[src/rtl/vec_pkg.sv]
// rtl/vec_pkg.sv - shared opcode, ALU and FSM state encodings for vector_exec_seq
package vec_pkg;

  typedef enum logic [1:0] {
    OP_SCALAR = 2'b00,
    OP_VV     = 2'b01,
    OP_VS     = 2'b10,
    OP_RSVD   = 2'b11
  } op_type_e;

  typedef enum logic [1:0] {
    ALU_ADD = 2'b00,
    ALU_SUB = 2'b01,
    ALU_AND = 2'b10,
    ALU_OR  = 2'b11
  } alu_op_e;

  typedef enum logic [1:0] {
    ST_IDLE = 2'b00,
    ST_RUN  = 2'b01,
    ST_DONE = 2'b10
  } exec_state_e;

  localparam logic [1:0] FLAGS_NONE = 2'b00;
  localparam logic [1:0] FLAGS_ZERO = 2'b01;

endpackage

[src/rtl/vec_lane_alu.sv]
// rtl/vec_lane_alu.sv - combinational N-bit lane ALU, optional signed saturation on add/sub
module vec_lane_alu
  import vec_pkg::*;
#(
  parameter int N   = 32,
  parameter bit SAT = 1'b0
) (
  input  logic [N-1:0] a_i,
  input  logic [N-1:0] b_i,
  input  alu_op_e      op_i,
  output logic [N-1:0] res_o
);

  if (SAT) begin : g_sat
    logic [N:0] ext_sum;

    // Signed add/sub one bit wider; differing top two bits mean overflow, clamp by sign
    always_comb begin
      ext_sum = '0;
      res_o   = '0;
      case (op_i)
        ALU_ADD, ALU_SUB: begin
          if (op_i == ALU_ADD) ext_sum = {a_i[N-1], a_i} + {b_i[N-1], b_i};
          else                 ext_sum = {a_i[N-1], a_i} - {b_i[N-1], b_i};
          if (ext_sum[N] != ext_sum[N-1])
            res_o = ext_sum[N] ? {1'b1, {(N-1){1'b0}}} : {1'b0, {(N-1){1'b1}}};
          else
            res_o = ext_sum[N-1:0];
        end
        ALU_AND: res_o = a_i & b_i;
        default: res_o = a_i | b_i;
      endcase
    end
  end else begin : g_wrap
    // Plain modulo-2^N arithmetic and bitwise ops
    always_comb begin
      res_o = '0;
      case (op_i)
        ALU_ADD: res_o = a_i + b_i;
        ALU_SUB: res_o = a_i - b_i;
        ALU_AND: res_o = a_i & b_i;
        default: res_o = a_i | b_i;
      endcase
    end
  end

endmodule

[src/rtl/vector_exec_seq.sv]
// rtl/vector_exec_seq.sv - scalar/vector ALU sequencer; define VEC_EXEC_SAT_EN for saturating vector lanes
module vector_exec_seq
  import vec_pkg::*;
#(
  parameter int N     = 32,
  parameter int V     = 8,
  parameter int LANES = 4
) (
  input  logic           CLK,
  input  logic           RST,
  input  logic           flush_i,
  input  logic           valid_i,
  output logic           ready_o,
  input  logic [1:0]     op_type_i,
  input  logic [1:0]     alu_ctrl_i,
  input  logic [V*N-1:0] vec_a_i,
  input  logic [V*N-1:0] vec_b_i,
  input  logic [N-1:0]   scalar_a_i,
  input  logic [N-1:0]   scalar_b_i,
  input  logic [4:0]     a3_i,
  output logic           valid_o,
  input  logic           ready_i,
  output logic [V*N-1:0] result_v_o,
  output logic [N-1:0]   result_s_o,
  output logic [1:0]     flags_o,
  output logic [4:0]     a3_o,
  output logic           busy_o
);

  localparam int BEATS = V / LANES;
  localparam int BW    = (BEATS > 1) ? $clog2(BEATS) : 1;

`ifdef VEC_EXEC_SAT_EN
  localparam bit LANE_SAT = 1'b1;
`else
  localparam bit LANE_SAT = 1'b0;
`endif

  exec_state_e    state_q, state_d;
  logic [BW-1:0]  beat_q, beat_d;
  op_type_e       op_q, op_d;
  alu_op_e        alu_q, alu_d;
  logic [4:0]     a3_q, a3_d;
  logic [V*N-1:0] vec_a_q, vec_a_d, vec_b_q, vec_b_d;
  logic [N-1:0]   sb_q, sb_d;
  logic [V*N-1:0] res_v_q, res_v_d;
  logic [N-1:0]   res_s_q, res_s_d;
  logic [1:0]     flags_q, flags_d;

  logic [N-1:0]   lane_a [LANES];
  logic [N-1:0]   lane_b [LANES];
  logic [N-1:0]   lane_r [LANES];
  logic [N-1:0]   scalar_r;

  // Select the slice of the captured vectors handled in the current beat
  always_comb begin
    for (int l = 0; l < LANES; l++) begin
      lane_a[l] = vec_a_q[(int'(beat_q) * LANES + l) * N +: N];
      lane_b[l] = (op_q == OP_VS) ? sb_q : vec_b_q[(int'(beat_q) * LANES + l) * N +: N];
    end
  end

  for (genvar g = 0; g < LANES; g++) begin : g_lane
    vec_lane_alu #(.N(N), .SAT(LANE_SAT)) u_lane (
      .a_i  (lane_a[g]),
      .b_i  (lane_b[g]),
      .op_i (alu_q),
      .res_o(lane_r[g])
    );
  end

  // Scalar result is produced straight from the inputs on the accept edge, always wrapping
  vec_lane_alu #(.N(N), .SAT(1'b0)) u_scalar (
    .a_i  (scalar_a_i),
    .b_i  (scalar_b_i),
    .op_i (alu_op_e'(alu_ctrl_i)),
    .res_o(scalar_r)
  );

  // Next-state: accept in IDLE, stream beats in RUN, hold in DONE; flush overrides everything
  always_comb begin
    state_d = state_q;
    beat_d  = beat_q;
    op_d    = op_q;
    alu_d   = alu_q;
    a3_d    = a3_q;
    vec_a_d = vec_a_q;
    vec_b_d = vec_b_q;
    sb_d    = sb_q;
    res_v_d = res_v_q;
    res_s_d = res_s_q;
    flags_d = flags_q;
    if (flush_i) begin
      state_d = ST_IDLE;
      beat_d  = '0;
    end else begin
      case (state_q)
        ST_IDLE: begin
          if (valid_i) begin
            op_d    = op_type_e'(op_type_i);
            alu_d   = alu_op_e'(alu_ctrl_i);
            a3_d    = a3_i;
            vec_a_d = vec_a_i;
            vec_b_d = vec_b_i;
            sb_d    = scalar_b_i;
            beat_d  = '0;
            case (op_type_e'(op_type_i))
              OP_SCALAR: begin
                res_s_d = scalar_r;
                flags_d = {scalar_r[N-1], scalar_r == '0};
                state_d = ST_DONE;
              end
              OP_RSVD: begin
                res_s_d = '0;
                flags_d = FLAGS_ZERO;
                state_d = ST_DONE;
              end
              default: begin
                flags_d = FLAGS_NONE;
                state_d = ST_RUN;
              end
            endcase
          end
        end
        ST_RUN: begin
          for (int l = 0; l < LANES; l++)
            res_v_d[(int'(beat_q) * LANES + l) * N +: N] = lane_r[l];
          if (beat_q == BW'(BEATS - 1)) begin
            beat_d  = '0;
            state_d = ST_DONE;
          end else begin
            beat_d = beat_q + BW'(1);
          end
        end
        ST_DONE: begin
          if (ready_i) state_d = ST_IDLE;
        end
        default: state_d = ST_IDLE;
      endcase
    end
  end

  // State and datapath registers with synchronous active-low reset
  always_ff @(posedge CLK) begin
    if (!RST) begin
      state_q <= ST_IDLE;
      beat_q  <= '0;
      op_q    <= OP_SCALAR;
      alu_q   <= ALU_ADD;
      a3_q    <= '0;
      vec_a_q <= '0;
      vec_b_q <= '0;
      sb_q    <= '0;
      res_v_q <= '0;
      res_s_q <= '0;
      flags_q <= FLAGS_NONE;
    end else begin
      state_q <= state_d;
      beat_q  <= beat_d;
      op_q    <= op_d;
      alu_q   <= alu_d;
      a3_q    <= a3_d;
      vec_a_q <= vec_a_d;
      vec_b_q <= vec_b_d;
      sb_q    <= sb_d;
      res_v_q <= res_v_d;
      res_s_q <= res_s_d;
      flags_q <= flags_d;
    end
  end

  assign ready_o    = (state_q == ST_IDLE);
  assign busy_o     = (state_q != ST_IDLE);
  assign valid_o    = (state_q == ST_DONE);
  assign result_v_o = res_v_q;
  assign result_s_o = res_s_q;
  assign flags_o    = flags_q;
  assign a3_o       = a3_q;

endmodule

[config.mk]
export PLATFORM = sky130hd
export DESIGN_NAME = vector_exec_seq
export DESIGN_NICKNAME = d
export VERILOG_FILES = /design/src/rtl/vec_pkg.sv /design/src/rtl/vec_lane_alu.sv /design/src/rtl/vector_exec_seq.sv
export SDC_FILE = /design/constraint.sdc
export NUM_CORES = 2
export LEC_CHECK = 0
export CAP_MARGIN = 25
export CORE_AREA = 10 10 348 350
export DETAILED_ROUTE_END_ITERATION = 6
export DIE_AREA = 0 0 358 360
export GPL_TIMING_DRIVEN = 0
export PLACE_DENSITY_LB_ADDON = 0.08
export SYNTH_ARGS = -nofsm -noshare
export SYNTH_HDL_FRONTEND = slang
export SYNTH_HIERARCHICAL = 1
export SYNTH_SLANG_ARGS = --single-unit
[constraint.sdc]
create_clock -name CLK -period 7.6 [get_ports CLK]
set_clock_uncertainty 0.2 [all_clocks]
set_input_delay 0.76 -clock CLK [delete_from_list [all_inputs] [get_ports CLK]]
set_output_delay 0.76 -clock CLK [all_outputs]
set_load 0.005 [all_outputs]
==> metrics.md <==
| Metric | Value |
|---|---|
| Crit path setup slack, layout | 0.2735 ns |
| H-tree depth | 3 |
| Synthesis-to-finish area growth | 29.00% |
| Pin count of the biggest net entering global routing | 14 |
| Maximum vdd drop | 172.8 uV |
| Layout cell share with drive strength beyond 1 | 8.617% |
| Avg WL per Cell | 27.24 um |
| Post-placement worst setup slack | 0.2903 ns |
| Clock Path Buffers | 3 |
| Async S/R FF share, synth | 0% |
| Power Dens Cells | 206.5 nW/um^2 |
| Ports | 888 |
| Vias | 52.36k |
| Final Power | 0.01358 W |
| Max FO, Critical Path | 10 |
| Crit-path leading delay family | compound AO/OA/AOI/OAI gates |
| CTS root buf | clkbuf_16 |
| CTS sink count | 846 |
| Grt total ovfl | 0 |
| Least-Margin Pin Slew | 1.211 ns |
| Ys flop type | dfxtp_1 |
| Pint | 0.008980 W |
| Status | finished clean |
| Area of the multi-input gates | 31520 sq um |
| Fillers | 10.90k |
| RSZ-0062 raised after global routing | no |
| Initial antenna violation count | 66 |
| Final TNS setup | 0 ns |
| RD Place Congestion | 0.9834 |
| TritonCTS clock tree | built |
| Logic gate share of total power | 28.6% |
| Final period util | 96.40% |
| Final setup viols | 0 |
| DR iter-0 viols | 5196 |
| Slew margin rel. | 18.98% |
| Max_cap viols | 0 |
| # port buffers | 886 |
| Worst Path Buf+Inv | 5 |
| Worst Hold Class | reg2reg |
| Drt total wl | 249100 um |
| Flop pwr share | 34.6% |
| Vias per inst | 5.725 |
| CP Data Required Time | 8.02 ns |
| Die Ht | 360 um |
| Sw frac | 33.86% |
| FF+latch count, synth | 846 |
| Fin. max-slew vios | 0 |
| Cts hold-fix bufs | 0 |
| Fin. Hold Viols | 0 |
| Critical-path top delay cell | a2111oi_0 |
| Pleak | 24.04 nW |
| Worst EP arrival | 7.75 ns |
| Max Clk Rate | 136.5 MHz |
| All-layer global routing usage | 36.76% |
| Global-route wire length before repair | 350700 um |
| Ys Warns | 6 |
| Post-synth EDFFs | 0 |
| Syn_area_per_cell | 7.863 sq um |
| Syn_nets | 7250 |
| Crit path time final | 7.326 ns |
| Synth Cell Area | 50980 sq um |
| Initial Utilization | 44.76% |
| Rows | 124 |
| CP startpoint kind | register |
| Clock share of power | 36.8% |
| Core ar. | 113900 sq um |
| Seq/Total Area, Yosys | 33.22% |
| Max incr delay on CP | 0.83 ns |
| First-pass detailed-route iteration total | 6 |
| Synth cell types | 103 |
| FF/Latch Area | 16940 sq um |
| # nets final | 8278 |
| WP depth | 21 |
| Skew-Pair Late Insertion Delay | 0.71 ns |
| Detailed placement HPWL | 203000 um |
| Vias in the first global route | 50.02k |
| Register clock-pin slew on the reported worst setup and hold paths | 0.07 ns |
| Switching pwr | 0.004596 W |
| Crit. End Element | register |
| CP Class | reg2reg |
| Inserted Clock Buffers | 96 |
| FF-to-FF path depth | 21 |
| Die area | 128900 sq um |
| Mapped Cells | 6483 |
| Antenna-violating nets left | 0 |
| Hold path depth | 2 |
| DRC viols | 0 |
| Die width | 358 um |
| Critical-path cell list | buf_2 -> clkbuf_1 -> buf_8 -> buf_2 -> mux2i_1 -> a21oi_1 -> nor4_2 -> nand3_1 -> o21ai_0 -> xor2_1 -> ha_1 -> clkbuf_1 -> a21oi_1 -> nand2_1 -> a2111oi_0 -> o31a_1 -> o21bai_1 -> xnor2_1 -> o21ai_0 -> nand2_1 -> a21boi_0 |
[cell type report]
| class | instances | share of cell area [%] |
|---|---|---|
| Timing Repair Buffer | 930 | 14.31 |
| Clock inverter | 43 | 0.8353 |
| Antenna cell | 43 | 0.1636 |
| Sequential cell | 846 | 25.76 |
| Tap cell | 1512 | 2.877 |
| Clock buffer | 134 | 4.253 |
| Buffer | 438 | 3.406 |
| Inverter | 82 | 0.4681 |
| Multi-Input combinational cell | 5117 | 47.93 |
[routing by layer]
metal  part of all wire (%)  GRT usage [%]  wire [um]
met2                     44          57.71     110700
met3                     10          10.04      25120
met5                  0.077              0        191
met4                    5.6          20.05      14010
met1                     40          45.25      99090
[registers in the layout (all words and copies together) (netlist names)]
name and flops:
alu_q 2, result_v_o 256, state_q 2, sb_q 32, beat_q 1, vec_b_q 256, flags_o 2, a3_o 5
vec_a_q 256, result_s_o 32, op_q 2
[cell usage in the layout (no fill, tap or decap), types with 47 or more instances in the layout]
master | netlist | layout
xnor2_1 | 136 | 136
buf_6 | 44 | 72
inv_1 | 81 | 81
clkbuf_1 | 201 | 207
clkbuf_16 | 0 | 97
maj3_1 | 136 | 136
clkdlybuf4s50_1 | 0 | 886
xor2_1 | 114 | 114
a21o_1 | 52 | 52
mux2i_1 | 128 | 128
o21ai_0 | 233 | 231
dfxtp_1 | 846 | 846
mux2_2 | 137 | 137
nand2b_1 | 47 | 47
a21boi_0 | 758 | 758
nor3_1 | 61 | 60
nor2_1 | 187 | 184
ha_1 | 172 | 172
o31ai_1 | 48 | 48
a21oi_1 | 338 | 338
nand2_1 | 1914 | 1914
buf_2 | 160 | 162
a21boi_1 | 94 | 94
[cell usage after synthesis (7+ instances only)]
cell | instances | area share, %
a211oi_1 | 14 | 0.21
a21boi_0 | 758 | 11
a21boi_1 | 94 | 1.4
a21o_1 | 52 | 0.77
a21oi_1 | 338 | 3.3
a22oi_1 | 7 | 0.10
a311oi_1 | 11 | 0.19
a31oi_1 | 22 | 0.27
and2_1 | 28 | 0.34
and3_1 | 20 | 0.25
buf_1 | 23 | 0.17
buf_2 | 160 | 1.6
buf_6 | 44 | 0.97
clkbuf_1 | 201 | 1.5
dfxtp_1 | 846 | 33
ha_1 | 172 | 4.2
inv_1 | 81 | 0.60
maj3_1 | 136 | 2.7
mux2_2 | 137 | 3.0
mux2i_1 | 128 | 2.5
nand2_1 | 1914 | 14
nand2b_1 | 47 | 0.58
nand3_1 | 44 | 0.43
nand3b_1 | 32 | 0.47
nand4_1 | 31 | 0.38
nor2_1 | 187 | 1.4
nor2b_1 | 24 | 0.29
nor3_1 | 61 | 0.60
nor3b_1 | 14 | 0.21
nor4_1 | 11 | 0.14
o211ai_1 | 34 | 0.50
o21a_1 | 23 | 0.34
o21ai_0 | 233 | 2.3
o21ai_1 | 16 | 0.16
o21bai_1 | 20 | 0.29
o31ai_1 | 48 | 0.71
o41ai_1 | 8 | 0.14
or3_1 | 35 | 0.43
xnor2_1 | 136 | 2.3
xor2_1 | 114 | 2.0
[timing repair]
| item | in CTS | in global routing |
|---|---|---|
| setup buffers | 0 | 0 |
| gates resized for setup | 0 | 3 |
| endpoints found under the setup margin | 0 | 5 |
[worst paths after layout]
path / slack [ns] / startpoint / to
max: 0.27 / beat_q$_SDFFE_PP0P_ / result_v_o[18]$_SDFFE_PN0P_
max reg2reg: 0.27 / beat_q$_SDFFE_PP0P_ / result_v_o[18]$_SDFFE_PN0P_
min: 0.25 / result_v_o[243]$_SDFFE_PN0P_ / result_v_o[243]$_SDFFE_PN0P_
min reg2reg: 0.25 / result_v_o[243]$_SDFFE_PN0P_ / result_v_o[243]$_SDFFE_PN0P_
[stage by stage]
| stage | util [%] | instance area [sq um] | instances | hold WS [ns] |
|---|---|---|---|---|
| 2_1_floorplan | - | 50980 | 6483 | 0.2316 |
| 3_3_place_gp | 54.21 | 61740 | 8881 | 0.2392 |
| 3_5_place_dp | 54.70 | 62300 | 8925 | 0.2436 |
| 4_1_cts | 57.64 | 65640 | 9102 | 0.2523 |
| 5_1_grt | 57.72 | 65730 | 9135 | 0.2752 |
| 6_report | 57.74 | 65760 | 9145 | 0.2527 |
[worst register-to-register path: stages (launching register included)]
cell	delay [ns]
dfxtp_1	0.34
buf_2	0.25
clkbuf_1	0.60
buf_8	0.25
buf_2	0.52
mux2i_1	0.25
a21oi_1	0.23
nor4_2	0.52
nand3_1	0.32
o21ai_0	0.29
xor2_1	0.17
ha_1	0.25
clkbuf_1	0.20
a21oi_1	0.33
nand2_1	0.10
a2111oi_0	0.83
o31a_1	0.30
o21bai_1	0.11
xnor2_1	0.15
o21ai_0	0.75
nand2_1	0.11
a21boi_0	0.18
[cell families after synthesis]
logic type	count (synthesis)	synth area share (%)
buf+inv	520	4.975
compound gates	1766	23.55
flops	846	33.22
mux	265	5.540
xor+xnor	254	4.423
fa+ha+maj	313	7.089
simple gates	2519	21.20
[power groups by stage]
stage	registers (W)	logic, W	clock network, W
6_report	0.00470	0.00388	0.00500
5_1_grt	0.00471	0.00412	0.00520
4_1_cts	0.00469	0.00379	0.00502
3_5_place_dp	0.00479	0.00376	0
3_3_place_gp	0.00479	0.00375	0
2_1_floorplan	0.00476	0.00224	0
Power figures use the tool's default switching activity.
